**src/rtl/mem_access_unit.sv**
```systemverilog
// MEM-stage data-memory access unit: decodes READ_WRITE, runs one REQ/ACK word access, steers byte lanes, extends loads.
// Optional MISALIGN_CHECK_EN: misaligned half/word accesses are flagged on MISALIGNED instead of reaching memory.
module mem_access_unit #(
    parameter int ADDR_WIDTH = 32,
    parameter int MEM_AW     = 30
) (
    input  logic                  CLK,
    input  logic                  RESET,
    input  logic [3:0]            READ_WRITE,
    input  logic [ADDR_WIDTH-1:0] ADDRESS,
    input  logic [31:0]           WRITE_DATA,
    output logic [31:0]           READ_DATA,
    output logic                  BUSYWAIT,
    output logic                  MISALIGNED,
    output logic                  MEM_REQ,
    output logic                  MEM_WE,
    output logic [MEM_AW-1:0]     MEM_ADDR,
    output logic [31:0]           MEM_WDATA,
    output logic [3:0]            MEM_BE,
    input  logic [31:0]           MEM_RDATA,
    input  logic                  MEM_ACK
);

    typedef enum logic [1:0] {S_IDLE, S_REQ, S_DONE} state_t;

    state_t      state_q, state_d;
    logic [31:0] read_data_q, read_data_d;
    logic        misaligned_q, misaligned_d;

    logic        is_load, is_store, is_valid, ld_unsigned, bad_align;
    logic [1:0]  size;
    logic [7:0]  ld_byte;
    logic [15:0] ld_half;
    logic [31:0] ld_ext;

    // size: 00 byte, 01 half, 10 word; store codes sit one above their size
    always_comb begin
        is_load     = READ_WRITE[3] && (READ_WRITE[2:0] == 3'b000 || READ_WRITE[2:0] == 3'b001 ||
                                        READ_WRITE[2:0] == 3'b010 || READ_WRITE[2:0] == 3'b100 ||
                                        READ_WRITE[2:0] == 3'b101);
        is_store    = (READ_WRITE[3:2] == 2'b00) && (READ_WRITE[1:0] != 2'b00);
        is_valid    = is_load || is_store;
        ld_unsigned = READ_WRITE[2];
        size        = READ_WRITE[1:0];
        if (!READ_WRITE[3]) begin
            size = READ_WRITE[1:0] - 2'd1;
        end
`ifdef MISALIGN_CHECK_EN
        bad_align = (size == 2'b01 && ADDRESS[0]) || (size == 2'b10 && ADDRESS[1:0] != 2'b00);
`else
        bad_align = 1'b0;
`endif
    end

    always_comb begin
        MEM_BE    = 4'b1111;
        MEM_WDATA = WRITE_DATA;
        if (is_store) begin
            case (size)
                2'b00: begin
                    MEM_BE    = 4'b0001 << ADDRESS[1:0];
                    MEM_WDATA = {4{WRITE_DATA[7:0]}};
                end
                2'b01: begin
                    MEM_BE    = ADDRESS[1] ? 4'b1100 : 4'b0011;
                    MEM_WDATA = {2{WRITE_DATA[15:0]}};
                end
                default: begin
                    MEM_BE    = 4'b1111;
                    MEM_WDATA = WRITE_DATA;
                end
            endcase
        end
    end

    always_comb begin
        case (ADDRESS[1:0])
            2'b00:   ld_byte = MEM_RDATA[7:0];
            2'b01:   ld_byte = MEM_RDATA[15:8];
            2'b10:   ld_byte = MEM_RDATA[23:16];
            default: ld_byte = MEM_RDATA[31:24];
        endcase
        ld_half = ADDRESS[1] ? MEM_RDATA[31:16] : MEM_RDATA[15:0];
        case (size)
            2'b00:   ld_ext = ld_unsigned ? {24'b0, ld_byte} : {{24{ld_byte[7]}}, ld_byte};
            2'b01:   ld_ext = ld_unsigned ? {16'b0, ld_half} : {{16{ld_half[15]}}, ld_half};
            default: ld_ext = MEM_RDATA;
        endcase
    end

    // DONE always returns to IDLE so a held READ_WRITE is not re-issued in the same slot
    always_comb begin
        state_d      = state_q;
        read_data_d  = read_data_q;
        misaligned_d = 1'b0;
        case (state_q)
            S_IDLE: begin
                if (is_valid) begin
                    if (bad_align) begin
                        state_d      = S_DONE;
                        misaligned_d = 1'b1;
                    end else begin
                        state_d = S_REQ;
                    end
                end
            end
            S_REQ: begin
                if (MEM_ACK) begin
                    state_d = S_DONE;
                    if (is_load) begin
                        read_data_d = ld_ext;
                    end
                end
            end
            S_DONE:  state_d = S_IDLE;
            default: state_d = S_IDLE;
        endcase
    end

    always_ff @(posedge CLK) begin
        if (RESET) begin
            state_q      <= S_IDLE;
            read_data_q  <= 32'b0;
            misaligned_q <= 1'b0;
        end else begin
            state_q      <= state_d;
            read_data_q  <= read_data_d;
            misaligned_q <= misaligned_d;
        end
    end

    assign READ_DATA  = read_data_q;
    assign MISALIGNED = misaligned_q;
    assign MEM_REQ    = (state_q == S_REQ);
    assign MEM_WE     = is_store;
    assign MEM_ADDR   = ADDRESS[ADDR_WIDTH-1:2];
    assign BUSYWAIT   = !RESET && ((state_q == S_IDLE && is_valid) || state_q == S_REQ);

endmodule
```
**config.mk**
```make
export PLATFORM = sky130hd
export DESIGN_NAME = mem_access_unit
export DESIGN_NICKNAME = d
export VERILOG_FILES = /design/src/rtl/mem_access_unit.sv
export SDC_FILE = /design/constraint.sdc
export NUM_CORES = 1
export LEC_CHECK = 0
export CAP_MARGIN = 20
export CORE_MARGIN = 3
export CORE_UTILIZATION = 37
export CTS_BUF_LIST = sky130_fd_sc_hd__clkbuf_16
export DETAILED_ROUTE_END_ITERATION = 6
export PLACE_DENSITY_LB_ADDON = 0.1
export SYNTH_ARGS = -nofsm -noshare
export SYNTH_HDL_FRONTEND = slang
export SYNTH_SLANG_ARGS = --single-unit
```
**constraint.sdc**
```tcl
create_clock -name CLK -period 4.02 [get_ports CLK]
set_input_delay 0.804 -clock CLK [delete_from_list [all_inputs] [get_ports CLK]]
set_output_delay 0.804 -clock CLK [all_outputs]
set_load 0.05 [all_outputs]
```
==> out/results.ini, run 1 <==
[synthesis]
synth-async-reset-ratio = 0
netlist_instances = 328
avgSynthCellArea_um2 = 8.39
synth_area_leaders = dfxtp_1, buf_4, mux2_2
synth-seq-area-share = 0.247
synthFlopType = dfxtp_1
yosysUniqueCellTypes = 50
syn_nets = 434
synth-edff-count = 0
yosys_warnings = 0
synth_top_area_frac = 0.247
synth_area_leader_cell = dfxtp_1
syn_area_mm2 = 0.00275
ys_top_cells_by_count = buf_4, nor2_1, dfxtp_1, a21oi_1, nand2_1
yosys_register_bits = 34
synth.most_common_cell = buf_4

[power]
p_seq_frac = 0.289
power.switching_uw = 431
pwr-share-comb = 0.415
powerDensity_mw_per_mm2 = 286
clockPowerShare = 0.296
vdd_ir_drop_max_uv = 138
power_switching_share = 0.352
intPower_uw = 793
power.leakage_uw = 0.00159

[clock_tree]
htreeDepth = 2
post-cts-setup-buffers = 0
cts-buffers-inserted = 5
cts_tree = yes
holdBufCountCts = 0
clock-root-buffer = clkbuf_16
clk_latency_ns = 0.28
cts_max_path_buffers = 2
post_cts_resized = 0
clock_sinks = 34
cts.clk_slew.worst_paths_ns = 0.05

[detailed_routing]
dr_total_vias = 2852
post-route-drc-count = 0
viasPerCell = 5.47
totalWireLength_um = 9510
drtIter0Drc = 136
antenna_left = 0
wl_per_cell_um = 18.3
dr.pass1.iters = 4

[worst_setup_path]
crit_path_max_incr_delay_ns = 0.54
r2r_slack_ns = 2.38
critical_path.max_fanout = 21
worst-path-buf-inv = 4
reg2reg_from = state_q[1]$_SDFFE_PP0P_
required_ns = 3.22
slowest_stage = clkdlybuf4s50_1
critPathKind = input port to output pin
critical_path.top_delay_family = buffers and inverters
regToRegEndpoint = READ_DATA[14]$_SDFFE_PP0P_
cp-end-kind = output pin
crit_chain = clkdlybuf4s50_1 -> inv_1 -> ha_1 -> nor2b_1 -> nor3b_2 -> buf_4 -> mux2_2 -> buf_4
reg2reg_depth = 5
crit_path_start_kind = input port
cp_data_arrival_time_ns = 2.98
crit_top_cell = buf_4

[grt]
grt_util_met1 = 0.278
gr-total-overflow = 0
busiest_layer = met2
grt_pass1_vias = 2877
antenna_found_initial = 0
globalRouteMet2Util = 0.378
grt_max_degree = 41
grt_first_pass_wirelength_um = 15100
grt_util_all_layers = 0.221
use_met3 = 0.0492

[timing]
clock.fmax_mhz = 264
holdWs_ns = 0.485
slew_headroom = 0.359
fin_crit_sh = 0.941
fin_crit_ns = 3.78
drv_slew = 0
tns_ns = 0
worst_pin_slew_ns = 0.955
setup_viol = 0
rsz0062_at_grt = false
worst_clock_skew_ns = 0.00643
hold_viol = 0

[worst_hold_path]
min_to = state_q[0]$_SDFFE_PP0P_
min_from = state_q[1]$_SDFFE_PP0P_
whs_path_depth = 1
hp-class = flop to flop

[die]
core_mm2 = 0.00698
dieArea_mm2 = 0.00851
io_pins = 205
die_w_um = 92.2
initial_core_util = 0.394
die_h_um = 92.2
num_rows = 30

[finish]
drive_above_1_share = 0.224
area_delta_synth_final_pct = 55.7
num_antenna_cells = 0
final_util = 0.614
finalNetCount = 531

[run]
maxCapViolCount = 0

[outcome]
status = completed

[place]
dpl.hpwl_um = 7390
routabilityCongestion = 0.797
numPortBuffers = 143

[cells in the final DEF, fill, tap and decap left out, drive strengths merged, types with 3 or more instances in the layout]
| master | synthesis | final |
|---|---|---|
| a211oi | 29 | 29 |
| a21oi | 26 | 26 |
| a222oi | 5 | 5 |
| a22oi | 3 | 3 |
| a311oi | 3 | 3 |
| a31oi | 8 | 8 |
| a32oi | 6 | 6 |
| buf | 50 | 44 |
| clkbuf | 17 | 5 |
| clkdlybuf4s50 | 0 | 113 |
| dfxtp | 34 | 34 |
| ha | 3 | 3 |
| mux2 | 17 | 17 |
| mux2i | 3 | 3 |
| mux4 | 5 | 5 |
| nand2 | 25 | 25 |
| nor2 | 38 | 38 |
| nor2b | 6 | 6 |
| nor3 | 3 | 3 |
| nor4 | 6 | 6 |
| o21ai | 5 | 5 |
| o21bai | 6 | 6 |
| or3b | 3 | 3 |
[kinds of logic after synthesis]
kind of cell / Yosys count / synth area share
AOI/OAI and AO/OA: 102 / 0.292
xor gates and xnor gates: 2 / 0.00637
adders and majority gates: 3 / 0.0136
buffers and inverters: 69 / 0.157
DFF: 34 / 0.247
muxes: 25 / 0.126
other: 1 / 0.00136
and+or+nand+nor: 92 / 0.156
[power groups by stage]
| stage | clock network [uW] | logic [uW] | registers, uW |
|---|---|---|---|
| 2_1_floorplan | 0 | 335 | 392 |
| 3_3_place_gp | 0 | 505 | 361 |
| 3_5_place_dp | 0 | 507 | 361 |
| 4_1_cts | 367 | 509 | 354 |
| 5_1_grt | 381 | 536 | 356 |
| 6_report | 362 | 507 | 354 |
[registers in the layout, summed over array words and instances (netlist names)]
signal and count:
READ_DATA 32, state_q 2
[layer usage]
metal,vias to the layer above,wire length (um)
met5,-,0
met1,1334,3850
li1,1371,-
met4,0,125
met2,131,4760
met3,16,770
[worst max-delay path by stage]
stage	startpoint	to	slack, ns	depth (start not counted)
detailed placement	READ_WRITE[1]	MEM_WDATA[12]	0.24	8
global route	READ_WRITE[1]	MEM_WDATA[26]	0.08	9
finish	READ_WRITE[1]	MEM_WDATA[22]	0.24	8
floorplan	READ_WRITE[0]	BUSYWAIT	0.07	6
CTS	READ_WRITE[1]	MEM_WDATA[12]	0.22	8
global placement	READ_WRITE[1]	MEM_WDATA[17]	0.29	8
[metrics by stage]
stage                     instance area (um2)  setup slack (ns)  instances  power, uW
after global routing                     4280            0.0809        521       1270
after detailed placement                 4150             0.241        514        869
after global placement                   4150             0.293        514        866
after CTS                                4280             0.217        521       1230
after floorplan                          2760            0.0714        328        727
final                                    4280             0.237        521       1220
[area by class of cell]
type / count / area [um2]
fill: 632 / 2700
clock buffer: 5 / 125
timing repair buffer: 157 / 1670
tap: 96 / 120
multi-input combinational: 225 / 1670
clock inverter: 2 / 10.0
inverter: 2 / 7.51
sequential: 34 / 681
No activity file was read; power rests on OpenSTA's default activity.
==> run 2: changes to the inputs <==
- ABC_AREA: unset -> 0
==> results of run 2 <==
The final DEF is identical to that of run 1; final timing and power are the same.
==> run 3: changes to the inputs <==
- CORE_UTILIZATION: 37 -> 25
- SLEW_MARGIN: unset -> 20
==> run 3 against run 2 <==
Effect of this change: clock-buffer cell count unchanged; flip-flop and latch count is the same; worst setup slack lost 0.050 ns; core utilization fell by 20 points; combinational power grew 1%; clock skew is 0.0022 ns lower; hold slack improved by 0.0089 ns; non-clock buffer count decreased by 1; via count fell by 1.3%; maximum frequency is 1.3% lower; first-iteration DRC count rose by 26%.
==> out/results.ini, run 3 (synthesis gave the netlist of run 1 again) <==
[worst_setup_path]
r2r_slack_ns = 2.40  ; +0.02 ns
crit_chain = clkdlybuf4s50_1 -> inv_1 -> ha_1 -> nor2b_1 -> nor3b_2 -> buf_4 -> mux2_2 -> buf_4
crit_top_cell = buf_4
required_ns = 3.22  ; about the same
critical_path.top_delay_family = buffers and inverters
cp-end-kind = output pin
crit_path_max_incr_delay_ns = 0.55  ; about the same
critPathKind = input port to output pin
reg2reg_depth = 5  ; unchanged
worst-path-buf-inv = 4  ; unchanged
critical_path.max_fanout = 22  ; +4.8%
regToRegEndpoint = READ_DATA[2]$_SDFFE_PP0P_
cp_data_arrival_time_ns = 3.03  ; +0.05 ns
slowest_stage = clkdlybuf4s50_1
reg2reg_from = state_q[1]$_SDFFE_PP0P_
crit_path_start_kind = input port

[run]
maxCapViolCount = 0  ; unchanged

[clock_tree]
post-cts-setup-buffers = 0  ; unchanged
post_cts_resized = 0  ; unchanged
clock-root-buffer = clkbuf_16
cts.clk_slew.worst_paths_ns = 0.05  ; about the same
htreeDepth = 2  ; unchanged
clock_sinks = 34  ; unchanged
cts-buffers-inserted = 5  ; unchanged
holdBufCountCts = 0  ; unchanged
cts_tree = yes
cts_max_path_buffers = 2  ; unchanged
clk_latency_ns = 0.28  ; about the same

[power]
powerDensity_mw_per_mm2 = 295  ; +3.2%
vdd_ir_drop_max_uv = 131  ; -5.3%
power.leakage_uw = 0.00161  ; +1.3%
p_total_uw = 1290  ; +5.4%

[detailed_routing]
viasPerCell = 5.02  ; -8.3%
dr.pass1.iters = 4  ; unchanged
wl_per_cell_um = 18.2  ; about the same
antenna_left = 0  ; unchanged
drtIter0Drc = 172  ; +26%
dr_total_vias = 2815  ; -1.3%
totalWireLength_um = 10200  ; +7.6%
post-route-drc-count = 0  ; unchanged

[die]
io_pins = 205  ; unchanged
die_h_um = 111  ; +20%
die_w_um = 111  ; +20%
dieArea_mm2 = 0.0123  ; +45%
initial_core_util = 0.262  ; -0.132
core_mm2 = 0.0105  ; +51%
num_rows = 37  ; +23%

[timing]
rsz0062_at_grt = false
fin_crit_sh = 0.954  ; +0.0125
setup_viol = 0  ; unchanged
clock.fmax_mhz = 261  ; -1.3%
fin_crit_ns = 3.83  ; +0.0503 ns
drv_slew = 0  ; unchanged
worst_clock_skew_ns = 0.00420  ; -0.00223 ns
tns_ns = 0  ; unchanged
hold_viol = 0  ; unchanged
slew_headroom = 0.329  ; -0.0294
worst_pin_slew_ns = 1.00  ; +0.0460 ns

[finish]
finalNetCount = 530  ; -0.19%
largest_reg_flops = 32  ; unchanged
num_antenna_cells = 0  ; unchanged
area_delta_synth_final_pct = 59.0
multiInputGateArea_mm2 = 0.00167  ; +0.45%
mostFrequentLayoutCell = clkdlybuf4s50_1
drive_above_1_share = 0.221  ; -0.00235
final_cell_mix = clkdlybuf4s50_1, nor2_1, dfxtp_1, a21oi_1
nFillCells = 1068  ; +69%
ff_latch_area_um2 = 681  ; unchanged

[grt]
antenna_found_initial = 0  ; unchanged
grt_max_degree = 41  ; unchanged
grt_pass1_vias = 2971  ; +3.3%
grt_util_all_layers = 0.165  ; -0.0561
gr-total-overflow = 0  ; unchanged
grt_first_pass_wirelength_um = 16600  ; +10%

[place]
dpl.hpwl_um = 7830  ; +6.0%
numPortBuffers = 143  ; unchanged
routabilityCongestion = 0.766  ; -3.9%

[worst_hold_path]
min_to = READ_DATA[1]$_SDFFE_PP0P_
min_from = READ_DATA[1]$_SDFFE_PP0P_
hp-class = flop to flop
whs_path_depth = 2  ; +1

[outcome]
status = completed

==> run 3: per-stage QoR <==
step | hold slack (ns) | utilization | worst slack, ns | area (um2) | cells
6_report | 0.494 | 0.416 | 0.187 | 4370 | 561
5_1_grt | 0.515 | 0.416 | 0.0353 | 4370 | 561
2_1_floorplan | 0.448 | - | 0.0714 | 2760 | 328
4_1_cts | 0.498 | 0.416 | 0.202 | 4370 | 561
3_5_place_dp | 0.486 | 0.401 | 0.214 | 4210 | 553
3_3_place_gp | 0.468 | 0.401 | 0.269 | 4210 | 553
==> run 3: report_power, final <==
part	switching, uW	internal (uW)	leakage [uW]
clock network	136	287	0.0000864
registers	6.16	348	0.000275
logic	290	222	0.00124
total	432	858	0.00161
==> run 3: metal layers <==
| metal | GRT usage | vias up | part of all wire |
|---|---|---|---|
| li1 | - | 1370 | - |
| met1 | 0.217 | 1340 | 0.44 |
| met2 | 0.285 | 97 | 0.51 |
| met3 | 0.0273 | 8 | 0.046 |
| met4 | 0.0337 | 0 | 0.0089 |
| met5 | 0 | - | 0 |
==> run 3: worst min-delay path, cell delays in order (launching register included) <==
cell	delay, ns
dfxtp_1	0.30
nor2_1	0.09
a211oi_1	0.05
==> run 3: final cells by class <==
type / instances / share of cell area
clock buffer: 5 / 0.0286
clock inverter: 3 / 0.00858
inverter: 2 / 0.00172
multi-input combinational: 225 / 0.383
sequential: 34 / 0.156
tap: 136 / 0.0389
timing repair buffer: 156 / 0.384
==> run 3: how the worst max path moves through the flow <==
stage | cells past startpoint | startpoint | to
2_1_floorplan | 6 | READ_WRITE[0] | BUSYWAIT
3_3_place_gp | 8 | READ_WRITE[1] | MEM_WDATA[19]
3_5_place_dp | 8 | READ_WRITE[1] | MEM_WDATA[17]
4_1_cts | 8 | READ_WRITE[1] | MEM_WDATA[17]
5_1_grt | 5 | READ_WRITE[3] | MEM_WDATA[25]
6_report | 8 | READ_WRITE[1] | MEM_WDATA[17]
